[config.mk]
export PLATFORM = sky130hd
export DESIGN_NAME = mcpu_boot_ctrl_flat
export DESIGN_NICKNAME = d
export VERILOG_FILES = /design/src/rtl/mcpu_boot_ctrl_pkg.sv /design/src/rtl/mcpu_boot_ctrl_if.sv /design/src/rtl/mcpu_boot_ctrl.sv /design/src/flat_wrapper.sv
export SDC_FILE = /design/constraint.sdc
export NUM_CORES = 1
export LEC_CHECK = 0
export ABC_AREA = 1
export ABC_CLOCK_PERIOD_IN_PS = 1800
export CAP_MARGIN = 5
export CORE_AREA = 5 5 71 73
export CTS_CLUSTER_DIAMETER = 200
export DETAILED_ROUTE_END_ITERATION = 16
export DIE_AREA = 0 0 76 78
export HOLD_SLACK_MARGIN = 0.02
export PLACE_DENSITY_LB_ADDON = 0.05
export SETUP_SLACK_MARGIN = 0.5
export SLEW_MARGIN = 10
export SYNTH_ARGS = -nofsm -noshare
export SYNTH_HDL_FRONTEND = slang
export SYNTH_SLANG_ARGS = --single-unit
[constraint.sdc]
create_clock -name clk -period 1.8 [get_ports clk]
set_input_delay 0.45 -clock clk [delete_from_list [all_inputs] [get_ports clk]]
set_output_delay 0.45 -clock clk [all_outputs]
set_load 0.01 [all_outputs]
[src/rtl/mcpu_boot_ctrl_pkg.sv]
// mcpu_boot_ctrl_pkg: shared CPU memory sizes and boot FSM state encoding
package mcpu_boot_ctrl_pkg;
  localparam int WORD_SIZE = 16;
  localparam int ADDR_SIZE = 8;
  localparam int RAM_SIZE = 256;
  typedef logic [WORD_SIZE-1:0] word_t;
  typedef logic [ADDR_SIZE-1:0] addr_t;
  typedef logic [ADDR_SIZE:0] cnt_t;
  typedef enum logic [2:0] {
    IDLE    = 3'd0,
    CLEAR   = 3'd1,
    LOAD    = 3'd2,
    RELEASE = 3'd3,
    RUN     = 3'd4
  } state_t;
endpackage

[src/rtl/mcpu_boot_ctrl_if.sv]
// mcpu_boot_ctrl_if: loader stream and RAM write port of the boot controller
interface mcpu_boot_ctrl_if;
  import mcpu_boot_ctrl_pkg::*;
  logic in_valid;
  word_t in_data;
  logic in_last;
  logic in_ready;
  logic ram_we;
  addr_t ram_addr;
  word_t ram_wdata;
  modport slave(input in_valid, in_data, in_last, output in_ready, ram_we, ram_addr, ram_wdata);
  modport master(output in_valid, in_data, in_last, input in_ready, ram_we, ram_addr, ram_wdata);
endinterface

[src/rtl/mcpu_boot_ctrl.sv]
// mcpu_boot_ctrl: clears the CPU RAM, loads a streamed program into it, then releases the CPU reset
module mcpu_boot_ctrl
  import mcpu_boot_ctrl_pkg::*;
(
  input  logic           clk,
  input  logic           reset,
  input  logic           start,
  mcpu_boot_ctrl_if.slave bus,
  output logic           cpu_reset,
  output logic           busy,
  output logic           done,
  output logic           overflow,
  output cnt_t           load_count
);
  state_t state_q, state_d;
  logic ram_we_q, ram_we_d, overflow_q, overflow_d, cpu_reset_q, busy_q, done_q, full;
  addr_t ram_addr_q, ram_addr_d;
  word_t ram_wdata_q, ram_wdata_d;
  cnt_t load_count_q, load_count_d;
  assign full = load_count_q == cnt_t'(RAM_SIZE-1);
  assign bus.in_ready = state_q == LOAD;
  assign bus.ram_we = ram_we_q;
  assign bus.ram_addr = ram_addr_q;
  assign bus.ram_wdata = ram_wdata_q;
  assign cpu_reset = cpu_reset_q;
  assign busy = busy_q;
  assign done = done_q;
  assign overflow = overflow_q;
  assign load_count = load_count_q;
  always_comb begin
    state_d = state_q;
    ram_we_d = 1'b0;
    ram_addr_d = ram_addr_q;
    ram_wdata_d = ram_wdata_q;
    load_count_d = load_count_q;
    overflow_d = overflow_q;
    case (state_q)
      IDLE, RUN: if (start) begin
        state_d = CLEAR;
        ram_we_d = 1'b1;
        ram_addr_d = '0;
        ram_wdata_d = '0;
        load_count_d = '0;
        overflow_d = 1'b0;
      end
      CLEAR: begin
        ram_we_d = ram_addr_q != addr_t'(RAM_SIZE-1);
        ram_addr_d = ram_addr_q + 1'b1;
        state_d = ram_we_d ? CLEAR : LOAD;
      end
      LOAD: if (bus.in_valid) begin
        ram_we_d = 1'b1;
        ram_addr_d = load_count_q[ADDR_SIZE-1:0];
        ram_wdata_d = bus.in_data;
        load_count_d = load_count_q + 1'b1;
        overflow_d = full && !bus.in_last;
        state_d = (bus.in_last || full) ? RELEASE : LOAD;
      end
      RELEASE: state_d = RUN;
      default: state_d = IDLE;
    endcase
  end
  always_ff @(posedge clk) begin
    if (reset) begin
      state_q <= IDLE;
      ram_we_q <= 1'b0;
      ram_addr_q <= '0;
      ram_wdata_q <= '0;
      load_count_q <= '0;
      overflow_q <= 1'b0;
      cpu_reset_q <= 1'b1;
      busy_q <= 1'b0;
      done_q <= 1'b0;
    end else begin
      state_q <= state_d;
      ram_we_q <= ram_we_d;
      ram_addr_q <= ram_addr_d;
      ram_wdata_q <= ram_wdata_d;
      load_count_q <= load_count_d;
      overflow_q <= overflow_d;
      cpu_reset_q <= state_d != RUN;
      busy_q <= state_d inside {CLEAR, LOAD, RELEASE};
      done_q <= state_d == RUN;
    end
  end
endmodule

[src/flat_wrapper.sv]
// flat-port wrapper written by rule: the top's interface ports become plain ports
module mcpu_boot_ctrl_flat import mcpu_boot_ctrl_pkg::*;
  (clk, reset, start, cpu_reset, busy, done, overflow, load_count, bus_in_valid, bus_in_data, bus_in_last, bus_in_ready, bus_ram_we, bus_ram_addr, bus_ram_wdata);
  mcpu_boot_ctrl_if bus_i ();
  input  logic clk;
  input  logic reset;
  input  logic start;
  output logic cpu_reset;
  output logic busy;
  output logic done;
  output logic overflow;
  output cnt_t load_count;
  input wire logic [$bits(bus_i.in_valid)-1:0] bus_in_valid;
  input wire logic [$bits(bus_i.in_data)-1:0] bus_in_data;
  input wire logic [$bits(bus_i.in_last)-1:0] bus_in_last;
  output wire logic [$bits(bus_i.in_ready)-1:0] bus_in_ready;
  output wire logic [$bits(bus_i.ram_we)-1:0] bus_ram_we;
  output wire logic [$bits(bus_i.ram_addr)-1:0] bus_ram_addr;
  output wire logic [$bits(bus_i.ram_wdata)-1:0] bus_ram_wdata;
  assign bus_i.in_valid = bus_in_valid;
  assign bus_i.in_data = bus_in_data;
  assign bus_i.in_last = bus_in_last;
  assign bus_in_ready = bus_i.in_ready;
  assign bus_ram_we = bus_i.ram_we;
  assign bus_ram_addr = bus_i.ram_addr;
  assign bus_ram_wdata = bus_i.ram_wdata;
  mcpu_boot_ctrl u_core (.clk(clk), .reset(reset), .start(start), .bus(bus_i), .cpu_reset(cpu_reset), .busy(busy), .done(done), .overflow(overflow), .load_count(load_count));
endmodule
==> out/results.tsv <==
stage	metric	value	unit
outcome	status	finished, final reports clean	
floorplanning	Chip Width	76	um
clocking	clk_lat worst skew	0.30	ns
global_routing	vias in the first global route	2080	
cells_and_area	# diodes	0	
place	dpl hpwl	3520	um
cells_and_area	Area growth syn-to-layout	71.34	%
yosys	Yosys top cell area share	0.4282	
floorplanning	Ports	60	
yosys	synth warn	0	
yosys	dominant cells by area after synthesis	dfxtp_1 43%, nand2_1 19%, nor2_1 6.9%	
clocking	hold buffers post-CTS	0	
floorplanning	row count	24	
clocking	H-Tree Depth	2	
floorplanning	Chip Height	78	um
cells_and_area	final-layout fill cell count	321	
sta	Slew HR	0.8182	
routing	DR vias/cell	5.300	
critical_path	critical path's largest stage delay	0.37	ns
critical_path	crit path kind	reg -> reg	
cells_and_area	Cell Count, Final, Fillers Out	446	
sta	final clock skew	0.009518	ns
routing	DR vias	2364	
routing	Initial DRC Count	257	
worst_hold_path	HP Class	reg -> reg	
yosys	Seq/Total Area, Yosys	0.4282	
yosys	Syn Std Cell Area	0.001917	mm2
global_routing	largest net degree at the start of global routing	24	
job	Max-Cap Viols	0	
critical_path	Startpoint Class	flip-flop	
critical_path	Buf/Inv on CP	0	
clocking	clock buffer depth	2	
critical_path	CP max-delay cell	dfxtp_4	
sta	Tcrit/Tclk final	0.8938	
cells_and_area	ratio of cells with drive above 1 in the final layout	0.4619	
clocking	CTS tree	yes	
critical_path	largest fanout on the critical path	2	
critical_path	r2r startpoint	u_core.load_count[0]$_SDFFE_PP0P_	
yosys	Synth cell types	25	
worst_hold_path	Hold Path Stages	2	
critical_path	worst setup path startpoint	u_core.load_count[0]$_SDFFE_PP0P_	
sta	worst slew pin tran	0.2723	ns
clocking	Reg clk slew, reported paths	0.09	ns
critical_path	Worst EP arrival	1.83	ns
routing	First-pass DRT Iterations	6	
sta	Fin Setup TNS	0	ns
floorplanning	core area	0.004294	mm2
critical_path	CP Data Required Time	2.02	ns
yosys	leading area contributor after synthesis	dfxtp_1	
worst_hold_path	HP Start	u_core.bus.ram_wdata[7]$_SDFFE_PP0P_	
critical_path	Reg-to-Reg End	u_core.load_count[8]$_SDFFE_PP0P_	
pwr	P per Cell Area	577.6	mW/mm2
critical_path	reg-to-reg slack, setup	0.19	ns
clocking	clk sinks	41	
place	port bufs	59	
critical_path	worst r2r path cells	8	
pwr	Design Power	0.001897	W
critical_path	cells along the critical path	ha_4 > nand2_4 > nor3_4 > nand2_1 > nor2_1 > ha_1 > or2_1 > a21oi_2	
sta	Setup Viol. Count Final	0	
place	DP Cell Count	392	
pwr	peak supply drop	0.4211	mV
global_routing	initial antenna violation count	0	
sta	final hold vios	0	
sta	top achievable clock speed	621.6	MHz
sta	fin crit period	1.609	ns
worst_hold_path	hold endpoint	u_core.bus.ram_wdata[7]$_SDFFE_PP0P_	
routing	DRC	0	
yosys	Net Count, Synth	305	
pwr	Leakage	1.522	nW
clocking	root buffer cell	clkbuf_8	
yosys	post-synthesis instance total	281	
critical_path	Top delay family on crit path	simple AND/OR/NAND/NOR gates	
clocking	cts bufs inserted	5	
sta	Worst Slack Setup Final	0.1912	ns
yosys	synthesis-stage register bit count	41	
global_routing	Global Route Usage Sum	0.1904	
place	pre-CTS setup slack	0.02447	ns
global_routing	first-pass GRT wire length	9439	um
cells_and_area	Nets	417	
cells_and_area	final core occ	0.7649	
place	RePlAce Congestion	0.7956	
critical_path	Worst Setup End Kind	flip-flop	
global_routing	total gr overflow	0	
sta	fin. max-slew vios	0	
routing	post-route ant nets	0	
yosys	Synth Area per Inst	6.821	um2
routing	DR WL/cell	15.73	um
floorplanning	die area	0.005928	mm2
sta	RSZ-0062 raised after global routing	true	
routing	Post-Route WL	7014	um
floorplanning	Initial Util	0.4464	
-- sequential cells by signal, summed over array words and instances (netlist names) --
register and count:
u_core.done 1, u_core.load_count 9, u_core.bus.ram_we 1, u_core.state_q 3
u_core.cpu_reset 1, u_core.overflow 1, u_core.bus.ram_addr 8, u_core.bus.ram_wdata 16
u_core.busy 1
-- worst max path at each step --
stage,end,slack (ns),cells after the start
final,u_core.load_count[8]$_SDFFE_PP0P_,0.19,8
after global routing,u_core.load_count[8]$_SDFFE_PP0P_,0.1,8
after CTS,u_core.load_count[8]$_SDFFE_PP0P_,0.17,8
after detailed placement,u_core.load_count[8]$_SDFFE_PP0P_,0.02,6
after global placement,u_core.bus.ram_addr[2]$_SDFFE_PP0P_,0.03,7
after floorplan,u_core.load_count[8]$_SDFFE_PP0P_,0.29,8
-- cell usage after synthesis --
cell type  instances
a21oi_1           25
a21oi_2            5
buf_2              1
buf_4              2
buf_6              3
clkbuf_1           3
dfxtp_1           41
ha_1               3
inv_1             27
inv_2              2
nand2_1           99
nand2_2            2
nand2_4            1
nand3_1           14
nand3_2            1
nand3b_1           1
nand4_1            1
nor2_1            35
nor2_2             1
nor3_1             2
nor3_4             1
o21ai_0            8
o31ai_1            1
or2_0              1
xnor2_1            1
-- kinds of logic (layout without fill, tap and decap cells) --
group                    after synthesis  count (layout)  synth area share
adder cells (fa/ha/maj)                3               3           0.01958
flip-flops                            41              41            0.4282
buffers and inverters                 38             151           0.09073
XOR/XNOR                               1               1          0.004570
AND/OR/NAND/NOR                      159             159            0.3440
AO/OA/AOI/OAI                         39              39            0.1129
-- what timing repair did --
item | CTS | global route
pin swaps | 10 | 22
endpoints found under the hold margin | 0 | 0
gates resized for setup | 200 | 81
setup endpoints to repair | 76 | 63
gates cloned | 0 | 5
setup buffers | 23 | 18
-- placed cells by master (no fill, tap or decap), types with 7 or more instances in the layout --
master           instances
nor2_1                  30
nand3_1                  7
nand2_1                 88
buf_4                   28
buf_6                   27
dfxtp_4                 12
dfxtp_1                  7
inv_1                   23
clkdlybuf4s50_1         18
buf_2                   30
dfxtp_2                 22
a21oi_1                 24
nand2_2                 10
-- layer usage --
layer	vias to the layer above	global-route usage	wire, um
met3	33	0.05903	526
li1	1102	-	-
met5	-	0	0
met1	1095	0.2237	2642
met4	0	0.06406	298
met2	134	0.3279	3546
-- worst register-to-register path, stage by stage, from the launching register on --
cell	delay (ns)
dfxtp_4	0.37
ha_4	0.14
nand2_4	0.06
nor3_4	0.13
nand2_1	0.09
nor2_1	0.12
ha_1	0.24
or2_1	0.24
a21oi_2	0.14
-- final cells by class --
class,instances,area (um2),share of cell area
inverter,29,128.9,0.03924
timing repair inverter,2,20.02,0.006095
clock inverter,3,17.52,0.005333
timing repair buffer,112,962.2,0.2930
sequential,41,893.4,0.2720
tap,52,65.06,0.01981
multi-input combinational,202,1129,0.3436
clock buffer,5,68.82,0.02095
-- power by group --
group / switching, W / internal, W
sequential: 0.0000186 / 0.000919
clock: 0.000345 / 0.000268
combinational: 0.000190 / 0.000156
total: 0.000554 / 0.00134
-- per-stage QoR --
step	hold slack, ns	area (um2)
6_report	0.4581	3284
5_1_grt	0.4825	3284
4_1_cts	0.4605	2977
3_5_place_dp	0.4529	2615
3_3_place_gp	0.4464	2615
2_1_floorplan	0.4701	1944
Note: power is estimated with default switching activity, not from simulation.
